==> src/rtl/spi_slave_if.sv <==
`timescale 1ns/1ps
// spi_slave_if: pin-level SPI signals plus the byte-level core interface
// of spi_slave, bundled so the bench and the responder share one port list.
//
//   SPI pins  : cs_n, sclk, mosi (to responder); miso, miso_oe (from it)
//   tx side   : tx_data, tx_valid (to responder); tx_ready, tx_underrun
//   rx side   : rx_data, rx_valid (from responder)
//   status    : busy (from responder)
//
// modport slave  - the responder (spi_slave)
// modport master - whatever drives the pins and feeds/consumes bytes
interface spi_slave_if;
  logic       cs_n;
  logic       sclk;
  logic       mosi;
  logic       miso;
  logic       miso_oe;
  logic [7:0] tx_data;
  logic       tx_valid;
  logic       tx_ready;
  logic       tx_underrun;
  logic [7:0] rx_data;
  logic       rx_valid;
  logic       busy;

  modport slave (
    input  cs_n, sclk, mosi, tx_data, tx_valid,
    output miso, miso_oe, tx_ready, tx_underrun, rx_data, rx_valid, busy
  );

  modport master (
    output cs_n, sclk, mosi, tx_data, tx_valid,
    input  miso, miso_oe, tx_ready, tx_underrun, rx_data, rx_valid, busy
  );
endinterface

==> src/rtl/spi_slave.sv <==
`timescale 1ns/1ps
// spi_slave: SPI mode 0 (CPOL=0, CPHA=0) responder, MSB first, 8-bit frames.
//
// Ports
//   clk, rst : system clock, synchronous active-high reset
//   bus      : spi_slave_if.slave
//     cs_n/sclk/mosi  asynchronous SPI inputs, synchronised here
//     miso/miso_oe    SPI output and its enable (enable == selected)
//     tx_data/tx_valid/tx_ready  one-deep transmit holding buffer
//     tx_underrun     pulse: a byte started with the holding buffer empty
//     rx_data/rx_valid  last received byte and its one-cycle strobe
//     busy            high while the FSM is ACTIVE (this is the FSM state)
//
// tx handshake: a byte is transferred on every clk edge where tx_valid and
// tx_ready are both high. tx_ready is high exactly when the holding buffer
// is empty; tx_valid may be raised at any time and tx_data must be stable
// while it is high. rx_valid has no back-pressure: rx_data is held until
// the next complete byte replaces it.
//
// SYNC_STAGES (2..3) sets the synchroniser depth; sclk high and low phases
// must each last at least SYNC_STAGES+2 clk periods.
module spi_slave #(
  parameter int SYNC_STAGES = 2
) (
  input  logic      clk,
  input  logic      rst,
  spi_slave_if.slave bus
);

  typedef enum logic {
    IDLE   = 1'b0,
    ACTIVE = 1'b1
  } state_t;

  state_t state, state_d;

  // Synchronisers and previous-value registers for edge detection
  logic [SYNC_STAGES-1:0] sclk_sync;
  logic [SYNC_STAGES-1:0] cs_sync;
  logic [SYNC_STAGES-1:0] mosi_sync;
  logic                   sclk_prev;
  logic                   cs_prev;
  logic                   sclk_s;
  logic                   cs_s;
  logic                   mosi_s;

  // After reset the synchronisers hold idle levels, so a cs_n that stayed
  // low on the pin would look like a fresh falling edge. flush_sr marks when
  // the chains carry real pin values; armed then requires cs_n to be seen
  // high before any falling edge can open a frame.
  logic [SYNC_STAGES:0] flush_sr;
  logic                 armed;

  logic sclk_rise;
  logic sclk_fall;
  logic cs_fall;
  logic cs_rise;

  // Datapath
  logic [2:0] bit_cnt;
  logic [7:0] tx_shift;
  logic [6:0] rx_shift;
  logic [7:0] hold_data;
  logic       hold_full;
  logic [7:0] rx_data_r;
  logic       rx_valid_r;
  logic       underrun_r;
  logic       load;

  // FSM decode strobes
  logic consume;
  logic shift_tx;
  logic rx_edge;

  assign sclk_s = sclk_sync[SYNC_STAGES-1];
  assign cs_s   = cs_sync[SYNC_STAGES-1];
  assign mosi_s = mosi_sync[SYNC_STAGES-1];

  assign sclk_rise = sclk_s & ~sclk_prev;
  assign sclk_fall = ~sclk_s & sclk_prev;
  assign cs_fall   = ~cs_s & cs_prev & armed;
  assign cs_rise   = cs_s & ~cs_prev;

  assign load = bus.tx_valid & ~hold_full;

  always_ff @(posedge clk) begin
    if (rst) begin
      sclk_sync <= '0;
      cs_sync   <= '1;
      mosi_sync <= '1;
      sclk_prev <= 1'b0;
      cs_prev   <= 1'b1;
      flush_sr  <= '0;
      armed     <= 1'b0;
    end else begin
      sclk_sync <= {sclk_sync[SYNC_STAGES-2:0], bus.sclk};
      cs_sync   <= {cs_sync[SYNC_STAGES-2:0], bus.cs_n};
      mosi_sync <= {mosi_sync[SYNC_STAGES-2:0], bus.mosi};
      sclk_prev <= sclk_s;
      cs_prev   <= cs_s;
      flush_sr  <= {flush_sr[SYNC_STAGES-1:0], 1'b1};
      armed     <= armed | (flush_sr[SYNC_STAGES] & cs_s);
    end
  end

  // FSM state register
  always_ff @(posedge clk) begin
    if (rst) begin
      state <= IDLE;
    end else begin
      state <= state_d;
    end
  end

  // FSM next state and per-cycle datapath strobes
  always_comb begin
    state_d  = state;
    consume  = 1'b0;
    shift_tx = 1'b0;
    rx_edge  = 1'b0;
    case (state)
      IDLE: begin
        // sclk edges are ignored here
        if (cs_fall) begin
          state_d = ACTIVE;
          consume = 1'b1;
        end
      end
      ACTIVE: begin
        if (cs_rise) begin
          state_d = IDLE;
        end else begin
          rx_edge = sclk_rise;
          if (sclk_fall) begin
            // bit_cnt==0 on a falling edge means 8 bits just completed
            if (bit_cnt != 3'd0) begin
              shift_tx = 1'b1;
            end else begin
              consume = 1'b1;
            end
          end
        end
      end
      default: state_d = IDLE;
    endcase
  end

  always_ff @(posedge clk) begin
    if (rst) begin
      bit_cnt    <= 3'd0;
      tx_shift   <= 8'hFF;
      rx_shift   <= 7'd0;
      hold_data  <= 8'h00;
      hold_full  <= 1'b0;
      rx_data_r  <= 8'h00;
      rx_valid_r <= 1'b0;
      underrun_r <= 1'b0;
    end else begin
      rx_valid_r <= 1'b0;
      underrun_r <= 1'b0;

      // A load coinciding with a consume of an empty buffer is not bypassed
      // into tx_shift: that byte waits for the next boundary.
      if (consume) begin
        if (hold_full) begin
          tx_shift <= hold_data;
        end else begin
          tx_shift   <= 8'hFF;
          underrun_r <= 1'b1;
        end
      end else if (shift_tx) begin
        tx_shift <= tx_shift << 1;
      end

      if (consume && hold_full) begin
        hold_full <= 1'b0;
      end else if (load) begin
        hold_full <= 1'b1;
        hold_data <= bus.tx_data;
      end

      // Entering or leaving ACTIVE restarts the byte; a partial rx byte is
      // simply abandoned in rx_shift.
      if (state_d != state) begin
        bit_cnt <= 3'd0;
      end else if (rx_edge) begin
        bit_cnt <= bit_cnt + 3'd1;
      end

      if (rx_edge) begin
        rx_shift <= {rx_shift[5:0], mosi_s};
        if (bit_cnt == 3'd7) begin
          rx_data_r  <= {rx_shift, mosi_s};
          rx_valid_r <= 1'b1;
        end
      end
    end
  end

  assign bus.miso        = (state == ACTIVE) ? tx_shift[7] : 1'b1;
  assign bus.miso_oe     = (state == ACTIVE);
  assign bus.busy        = (state == ACTIVE);
  assign bus.tx_ready    = ~hold_full;
  assign bus.tx_underrun = underrun_r;
  assign bus.rx_data     = rx_data_r;
  assign bus.rx_valid    = rx_valid_r;

endmodule

==> src/flat_wrapper.sv <==
// flat-port wrapper written by rule: the top's interface ports become plain ports
module spi_slave_flat 
#(
  parameter int SYNC_STAGES = 2
)
  (clk, rst, bus_cs_n, bus_sclk, bus_mosi, bus_tx_data, bus_tx_valid, bus_miso, bus_miso_oe, bus_tx_ready, bus_tx_underrun, bus_rx_data, bus_rx_valid, bus_busy);
  spi_slave_if bus_i ();
  input  logic clk;
  input  logic rst;
  input wire logic [$bits(bus_i.cs_n)-1:0] bus_cs_n;
  input wire logic [$bits(bus_i.sclk)-1:0] bus_sclk;
  input wire logic [$bits(bus_i.mosi)-1:0] bus_mosi;
  input wire logic [$bits(bus_i.tx_data)-1:0] bus_tx_data;
  input wire logic [$bits(bus_i.tx_valid)-1:0] bus_tx_valid;
  output wire logic [$bits(bus_i.miso)-1:0] bus_miso;
  output wire logic [$bits(bus_i.miso_oe)-1:0] bus_miso_oe;
  output wire logic [$bits(bus_i.tx_ready)-1:0] bus_tx_ready;
  output wire logic [$bits(bus_i.tx_underrun)-1:0] bus_tx_underrun;
  output wire logic [$bits(bus_i.rx_data)-1:0] bus_rx_data;
  output wire logic [$bits(bus_i.rx_valid)-1:0] bus_rx_valid;
  output wire logic [$bits(bus_i.busy)-1:0] bus_busy;
  assign bus_i.cs_n = bus_cs_n;
  assign bus_i.sclk = bus_sclk;
  assign bus_i.mosi = bus_mosi;
  assign bus_i.tx_data = bus_tx_data;
  assign bus_i.tx_valid = bus_tx_valid;
  assign bus_miso = bus_i.miso;
  assign bus_miso_oe = bus_i.miso_oe;
  assign bus_tx_ready = bus_i.tx_ready;
  assign bus_tx_underrun = bus_i.tx_underrun;
  assign bus_rx_data = bus_i.rx_data;
  assign bus_rx_valid = bus_i.rx_valid;
  assign bus_busy = bus_i.busy;
  spi_slave #(.SYNC_STAGES(SYNC_STAGES)) u_core (.clk(clk), .rst(rst), .bus(bus_i));
endmodule
==> config.mk <==
export PLATFORM = sky130hd
export DESIGN_NAME = spi_slave_flat
export DESIGN_NICKNAME = d
export VERILOG_FILES = /design/src/rtl/spi_slave_if.sv /design/src/rtl/spi_slave.sv /design/src/flat_wrapper.sv
export SDC_FILE = /design/constraint.sdc
export NUM_CORES = 1
export LEC_CHECK = 0
export CAP_MARGIN = 20
export CORE_MARGIN = 2
export CORE_UTILIZATION = 25
export CTS_CLUSTER_DIAMETER = 50
export DETAILED_ROUTE_END_ITERATION = 6
export HOLD_SLACK_MARGIN = 0.06
export PLACE_DENSITY = 0.45
export SLEW_MARGIN = 10
export SYNTH_ARGS = -nofsm -noshare
export SYNTH_HDL_FRONTEND = slang
export SYNTH_SLANG_ARGS = --single-unit
export TNS_END_PERCENT = 1
==> constraint.sdc <==
create_clock -name clk -period 1.8 [get_ports clk]
set_input_delay 0.36 -clock clk [delete_from_list [all_inputs] [get_ports clk]]
set_output_delay 0.36 -clock clk [all_outputs]
set_load 0.05 [all_outputs]
==> summary.txt, run 1 <==
Run status
  • Run status: completed

Setup path
  • R2R cell count: 6
  • R2r endpoint: u_core.tx_shift[4]
  • Critical path required time: between 1.5 and 2 ns
  • Reg-to-Reg Start: u_core.bit_cnt[0]
  • Setup crit end kind: flop
  • Reg-to-reg setup timing slack: approximately 0.14 ns
  • Startpoint Class: flop
  • Worst-path cell chain: inv_1 > ha_1 > nor2b_2 > a41oi_2 > or3_4 > o221a_1
  • Crit path kind: reg -> reg
  • Critical Path Max Stage Delay: 0.40 ns
  • CP Max Fanout: 6
  • Worst Path Arrival: around 1.8 ns
  • Critical path's slowest cell: or3_4

Hold path
  • WHS Path Cells: 1
  • Hold Path Class: reg -> reg
  • WHS Endpoint: u_core.mosi_sync[1]
  • Critical hold path startpoint: u_core.mosi_sync[0]

Yosys
  • Area contributors post-synth: dfxtp_1, mux2i_1, nor2_1
  • Post-synth EDFFs: 0
  • Biggest area consumer among synthesized cells: dfxtp_1
  • Cells after Synth: a little under 200
  • Synth Net Count: around 220
  • Synth top cells by count: dfxtp_1, nor2_1, nand2_1
  • Yosys Warn Count: 0
  • Post-synthesis cell type count: 29
  • Top-count cell post-synth: dfxtp_1
  • Post-synth top area share: between 50% and 60%
  • Post-synth ARST share: 0%
  • Synthesized area: between 1500 and 2000 sq um
  • Post-synthesis sequential area ratio: between 50% and 60%
  • Syn_area_per_cell: 9.42 sq um
  • Yosys reg bits: 50
  • Main flop type after synthesis: dfxtp_1

Cells and area
  • Final #Nets: approximately 250
  • Ant. Diodes: 0
  • Share of cells above drive strength 1: a little under a fifth
  • Area growth, synth to finish: 25.4%

Routing
  • DR WL/cell: 10.6 um
  • Vias per Instance: about 4.2
  • DRT Pass-1 Iters: 4
  • Via count: 1379
  • First DRT Iteration DRCs: 52
  • Residual DRC: 0
  • Antenna Violating Nets Remaining: 0
  • Routed WL: around 3500 um

Placed design
  • Number of port buffers: 27
  • Hpwl dp: 2530 um
  • GP Congestion: 0.707

Floorplanning
  • Initial Util: about a quarter
  • DIE HEIGHT: ~91 um
  • Die extent in x: around 91 um
  • I/O pin cnt: 28
  • Std-Cell Rows: 31
  • Die area: a little over 8000 sq um
  • Placeable Area: roughly 7300 sq um

Global route
  • GRT Resource Usage Total: about 9%
  • Initial antenna violation count: 0
  • Largest net degree at the start of global routing: 28
  • Vias in the first global route: 1342
  • Aggregate global routing overflow: 0
  • First-pass GRT wire length: 6000 um

Timing
  • Fin Setup TNS: 0 ns
  • Worst Clk Skew: 0.00898 ns
  • Slew Limit Fails: 0
  • Fin crit period: 1.66 ns
  • Fmax: between 0.6 and 0.7 GHz
  • Fin. Hold Viols: 0
  • RSZ-0062 raised after global routing: no
  • Max-slew headroom: between 70% and 80%
  • Finish-stage setup viols: 0
  • Worst-margin pin slew: 0.372 ns
  • Final period util: between 90% and 100%

Clock network
  • H-tree Lvls: 2
  • Clk sinks: 50
  • CTS tree: built
  • Reg clk slew, reported paths: 0.09 ns
  • Clock latency on the worst-skew pair: 0.30 ns
  • CTS buffer count: 5
  • Root buffer selected by CTS: clkbuf_8
  • CTS Buffer Depth: 2
  • Post CTS Setup Buffer Count: 0

Power and ir drop
  • Max VDD drop: 0.269 mV
  • Tot Pwr: ~1.9 mW
  • Lkg Pwr: between 1 and 1.5 nW
  • Pwr dens: a little over 800 nW/um^2

Run
  • Max-cap violations: 0
state kept, by name (all words and copies together), names as in the netlist:
name / cells
u_core.bus.rx_data: 8
u_core.hold_data: 8
u_core.tx_shift: 8
u_core.rx_shift: 7
u_core.bit_cnt: 3
u_core.flush_sr: 3
u_core.cs_sync: 2
u_core.mosi_sync: 2
u_core.sclk_sync: 2
u_core.armed: 1
u_core.bus.busy: 1
u_core.bus.rx_valid: 1
u_core.bus.tx_underrun: 1
u_core.cs_prev: 1
u_core.hold_full: 1
u_core.sclk_prev: 1
layout make-up:
type | instances | area, sq um
Multi-Input combinational cell | 131 | 798
Sequential cell | 50 | 1000
Timing Repair Buffer | 38 | 318
Inverter | 6 | 22.5
Tap cell | 99 | 124
Fill cell | 802 | 4900
Clock inverter | 2 | 13.8
Clock buffer | 6 | 72.6
per-layer routing:
metal | global-route usage (%) | part of all wire (%)
met1 | 11.5 | 51
met2 | 13.7 | 43
met3 | 2.34 | 3.9
met4 | 5.00 | 2.2
met5 | 0 | 0
placed cells by master, fill, tap and decap left out, drive strengths merged, types with 5 or more instances in the layout:
cell type      Yosys  final
nor2b              9      9
buf                7     25
mux2i             18     18
or2                6      6
clkbuf             5      6
nand3              7      7
inv                6      6
nand2             22     22
a21oi             12     12
o221a              5      5
dfxtp             50     50
clkdlybuf4s50      0     13
nor2              33     33
worst max-delay path by stage:
stage / start / slack, ns / end / cells after the start
floorplan: u_core.bus.busy / 0.04 / u_core.tx_shift[2] / 6
global placement: u_core.bit_cnt[0] / 0.06 / u_core.tx_shift[3] / 6
detailed placement: u_core.bit_cnt[0] / 0.03 / u_core.tx_shift[5] / 6
CTS: u_core.bit_cnt[0] / 0.07 / u_core.tx_shift[4] / 6
global route: u_core.bit_cnt[0] / 0.04 / u_core.tx_shift[4] / 6
finish: u_core.bit_cnt[0] / 0.14 / u_core.tx_shift[4] / 6
worst max-delay path: cells and delay by family (launching register included):
family	cells	cell delay (ns)
compound gates	2	0.41
fa+ha+maj	1	0.15
buf+inv	1	0.09
flops	1	0.32
simple gates	2	0.57
logic make-up (layout without fill, tap and decap cells):
family | Yosys count | after routing | synth area share (%)
XOR/XNOR | 1 | 1 | 0.467
AO/OA/AOI/OAI | 24 | 24 | 9.21
AND/OR/NAND/NOR | 85 | 85 | 20.9
buffers and inverters | 18 | 52 | 4.41
multiplexers | 18 | 18 | 9.61
flip-flops | 50 | 50 | 53.4
adder cells (fa/ha/maj) | 3 | 3 | 2.00
per-stage QoR:
stage	utilization [%]	setup slack, ns	hold WS, ns	cell area (sq um)	cells
after CTS	32.4	0.0669	0.417	2350	332
final	32.4	0.144	0.415	2350	332
after global routing	32.4	0.0421	0.432	2350	332
after detailed placement	31.1	0.0312	0.394	2260	324
after global placement	31.1	0.0649	0.394	2260	324
after floorplan	-	0.0440	0.389	1880	199
timing repair:
item                       CTS  global route
setup endpoints to repair    3             5
hold buffers                 0             0
gates cloned                 0             0
gates resized for setup      1             1
report_power, final:
| part | switching, mW | internal (mW) | leakage [nW] |
|---|---|---|---|
| clock | 0.357 | 0.275 | 0.0452 |
| sequential | 0.0137 | 1.13 | 0.408 |
| combinational | 0.0615 | 0.0573 | 0.576 |
Power figures use the tool's default switching activity.
==> run 2: changes to the inputs <==
--- a/config.mk
+++ b/config.mk
@@ -12,7 +12,8 @@
 export DETAILED_ROUTE_END_ITERATION = 6
 export HOLD_SLACK_MARGIN = 0.06
 export PLACE_DENSITY = 0.45
-export SLEW_MARGIN = 10
+export RECOVER_POWER = 100
+export SLEW_MARGIN = 30
 export SYNTH_ARGS = -nofsm -noshare
 export SYNTH_HDL_FRONTEND = slang
 export SYNTH_SLANG_ARGS = --single-unit
==> run 2 against run 1 <==
- final area decreased by 2.8%
- fmax shrank 1.7%
- critical endpoint is now u_core.tx_shift[1]
- non-clock buffer count did not move
- critical path type is now in -> reg
- global-route usage unchanged
- highest routed layer unchanged
==> summary.txt, run 2 (synthesis gave the netlist of run 1 again) <==
Placed design
  • Dpl ws: 0.0312 ns (unchanged)
  • GP Congestion: 0.707 (unchanged)
  • Dpl cell area: 2260 sq um (unchanged)
  • Inst Count DP: 324 (unchanged)
  • Number of port buffers: 27 (unchanged)
  • Hpwl dp: 2530 um (unchanged)

Routing
  • DR WL/cell: 10.6 um (unchanged)
  • Antenna Violating Nets Remaining: 0 (unchanged)
  • DRT Pass-1 Iters: 2 (was 4)
  • First DRT Iteration DRCs: 48 (was 52)
  • Via count: 1390 (was 1379)
  • Routed WL: 3530 um (unchanged)
  • Vias per Instance: 4.19 (was 4.15)
  • Residual DRC: 0 (unchanged)

Cells and area
  • Footprint of the multi-input gates: 798 sq um (unchanged)
  • Final Core Density: 31.5% (was 32.4%)
  • Most frequent cells in the layout: dfxtp_1, nor2_1, nand2_1 (was dfxtp_1, nor2_1, buf_4)
  • FF/Latch Area: 1000 sq um (unchanged)
  • Ant. Diodes: 0 (unchanged)
  • Commonest non-fill, non-tap cell in the layout: dfxtp_1 (unchanged)
  • Fin area: 2280 sq um (was 2350 sq um)
  • Fillers: 820 (was 802)
  • Share of cells above drive strength 1: 12.9% (was 18.5%)
  • Final #Nets: 249 (unchanged)
  • Final Non-Filler Cells: 332 (unchanged)
  • Area growth, synth to finish: 21.9% (was 25.4%)

Timing
  • Setup WS post-layout: 0.116 ns (was 0.144 ns)
  • Worst Clk Skew: 0.00886 ns (was 0.00898 ns)
  • Final period util: 93.6% (was 92.0%)
  • Fin. Hold Viols: 0 (unchanged)
  • Fin crit period: 1.68 ns (was 1.66 ns)
  • Finish-stage setup viols: 0 (unchanged)
  • Max-slew headroom: 60.3% (was 75.0%)
  • Worst-margin pin slew: 0.598 ns (was 0.372 ns)
  • Fmax: 0.594 GHz (was 0.604 GHz)
  • Slew Limit Fails: 0 (unchanged)
  • RSZ-0062 raised after global routing: no (unchanged)
  • Hold Worst Slack: 0.416 ns (was 0.415 ns)
  • Fin Setup TNS: 0 ns (unchanged)

Global route
  • Initial antenna violation count: 0 (unchanged)
  • GRT Resource Usage Total: 8.99% (unchanged)
  • Largest net degree at the start of global routing: 28 (unchanged)
  • First-pass GRT wire length: 6000 um (unchanged)
  • Vias in the first global route: 1342 (unchanged)
  • Aggregate global routing overflow: 0 (unchanged)

Floorplanning
  • DIE HEIGHT: 90.6 um (unchanged)
  • Placeable Area: 7250 sq um (unchanged)
  • Std-Cell Rows: 31 (unchanged)
  • I/O pin cnt: 28 (unchanged)
  • Die area: 8210 sq um (unchanged)
  • Die extent in x: 90.6 um (unchanged)
  • Initial Util: 25.8% (unchanged)

Run status
  • Run status: completed (unchanged)

Hold path
  • Critical hold path startpoint: u_core.mosi_sync[0] (unchanged)
  • Hold Path Class: reg -> reg (unchanged)

Clock network
  • Clock latency on the worst-skew pair: 0.30 ns (about the same)
  • Reg clk slew, reported paths: 0.09 ns (about the same)
  • CTS tree: built (unchanged)
  • H-tree Lvls: 2 (unchanged)
  • Cts hold-fix bufs: 0 (unchanged)
  • Clk sinks: 50 (unchanged)
  • CTS buffer count: 5 (unchanged)
  • CTS Buffer Depth: 2 (unchanged)
  • Root buffer selected by CTS: clkbuf_8 (unchanged)

Setup path
  • Startpoint Class: input pin (was flop)
  • Setup crit end kind: flop (unchanged)
  • Worst Path Arrival: 1.88 ns (was 1.84 ns)
  • CP Max Fanout: 27 (was 6)
  • Reg-to-reg setup timing slack: 0.16 ns (was 0.14 ns)
  • Critical path's slowest cell: dlygate4sd3_1 (was or3_4)
  • Reg-to-Reg Start: u_core.bit_cnt[0] (unchanged)
  • Critical Path Max Stage Delay: 0.61 ns (was 0.40 ns)
  • Critical path required time: 1.99 ns (about the same)
  • Crit path kind: in -> reg (was reg -> reg)
  • Worst-path cell chain: dlygate4sd3_1 > clkbuf_2 > inv_1 > o21ai_0 > a311o_1 (was inv_1 > ha_1 > nor2b_2 > a41oi_2 > or3_4 > o221a_1)
  • CP Launch Point: rst (was u_core.bit_cnt[0])

Power and ir drop
  • Max VDD drop: 0.271 mV (was 0.269 mV)
  • Lkg Pwr: 0.972 nW (was 1.03 nW)
  • Pwr dens: 830 nW/um^2 (was 806 nW/um^2)
  • Tot Pwr: 1.90 mW (about the same)

Run
  • Max-cap violations: 0 (unchanged)
-- run 2: repair_timing --
item	4_1_cts	5_1_grt
resized for setup	1	1
endpoints found under the setup margin	3	5
setup buffers	0	0
-- run 2: final timing paths --
check,to,cells after the start
min,u_core.mosi_sync[1],1
min reg2reg,u_core.mosi_sync[1],1
max,u_core.tx_shift[1],5
max reg2reg,u_core.tx_shift[4],6
-- run 2: power breakdown --
| group | switching, mW | total (mW) | internal, mW |
|---|---|---|---|
| clock | 0.360 | 0.635 | 0.275 |
| combinational | 0.0618 | 0.115 | 0.0533 |
| sequential | 0.0138 | 1.15 | 1.13 |
| total | 0.436 | 1.90 | 1.46 |
-- run 2: final cells by class --
type,count,share of cell area [%]
Multi-Input combinational cell,131,34.9
Timing Repair Buffer,38,11.0
Tap cell,99,5.42
Clock buffer,6,3.18
Clock inverter,2,0.602
Inverter,6,0.986
Sequential cell,50,43.9
-- run 2: critical path, delay by kind of cell --
family / cells / cell delay, ns
compound gates: 2 / 0.36
buf+inv: 3 / 1.16
-- run 2: metal layers --
| layer | global-route usage, % | routed length (um) |
|---|---|---|
| met5 | 0 | 0 |
| met4 | 5.00 | 85 |
| met2 | 13.7 | 1500 |
| met3 | 2.34 | 103 |
| met1 | 11.5 | 1840 |
==> run 3: changes to the inputs <==
--- a/config.mk
+++ b/config.mk
@@ -17,4 +17,3 @@
 export SYNTH_ARGS = -nofsm -noshare
 export SYNTH_HDL_FRONTEND = slang
 export SYNTH_SLANG_ARGS = --single-unit
-export TNS_END_PERCENT = 1
==> results of run 3 <==
Final layout, timing and power as in run 2 (identical DEF).
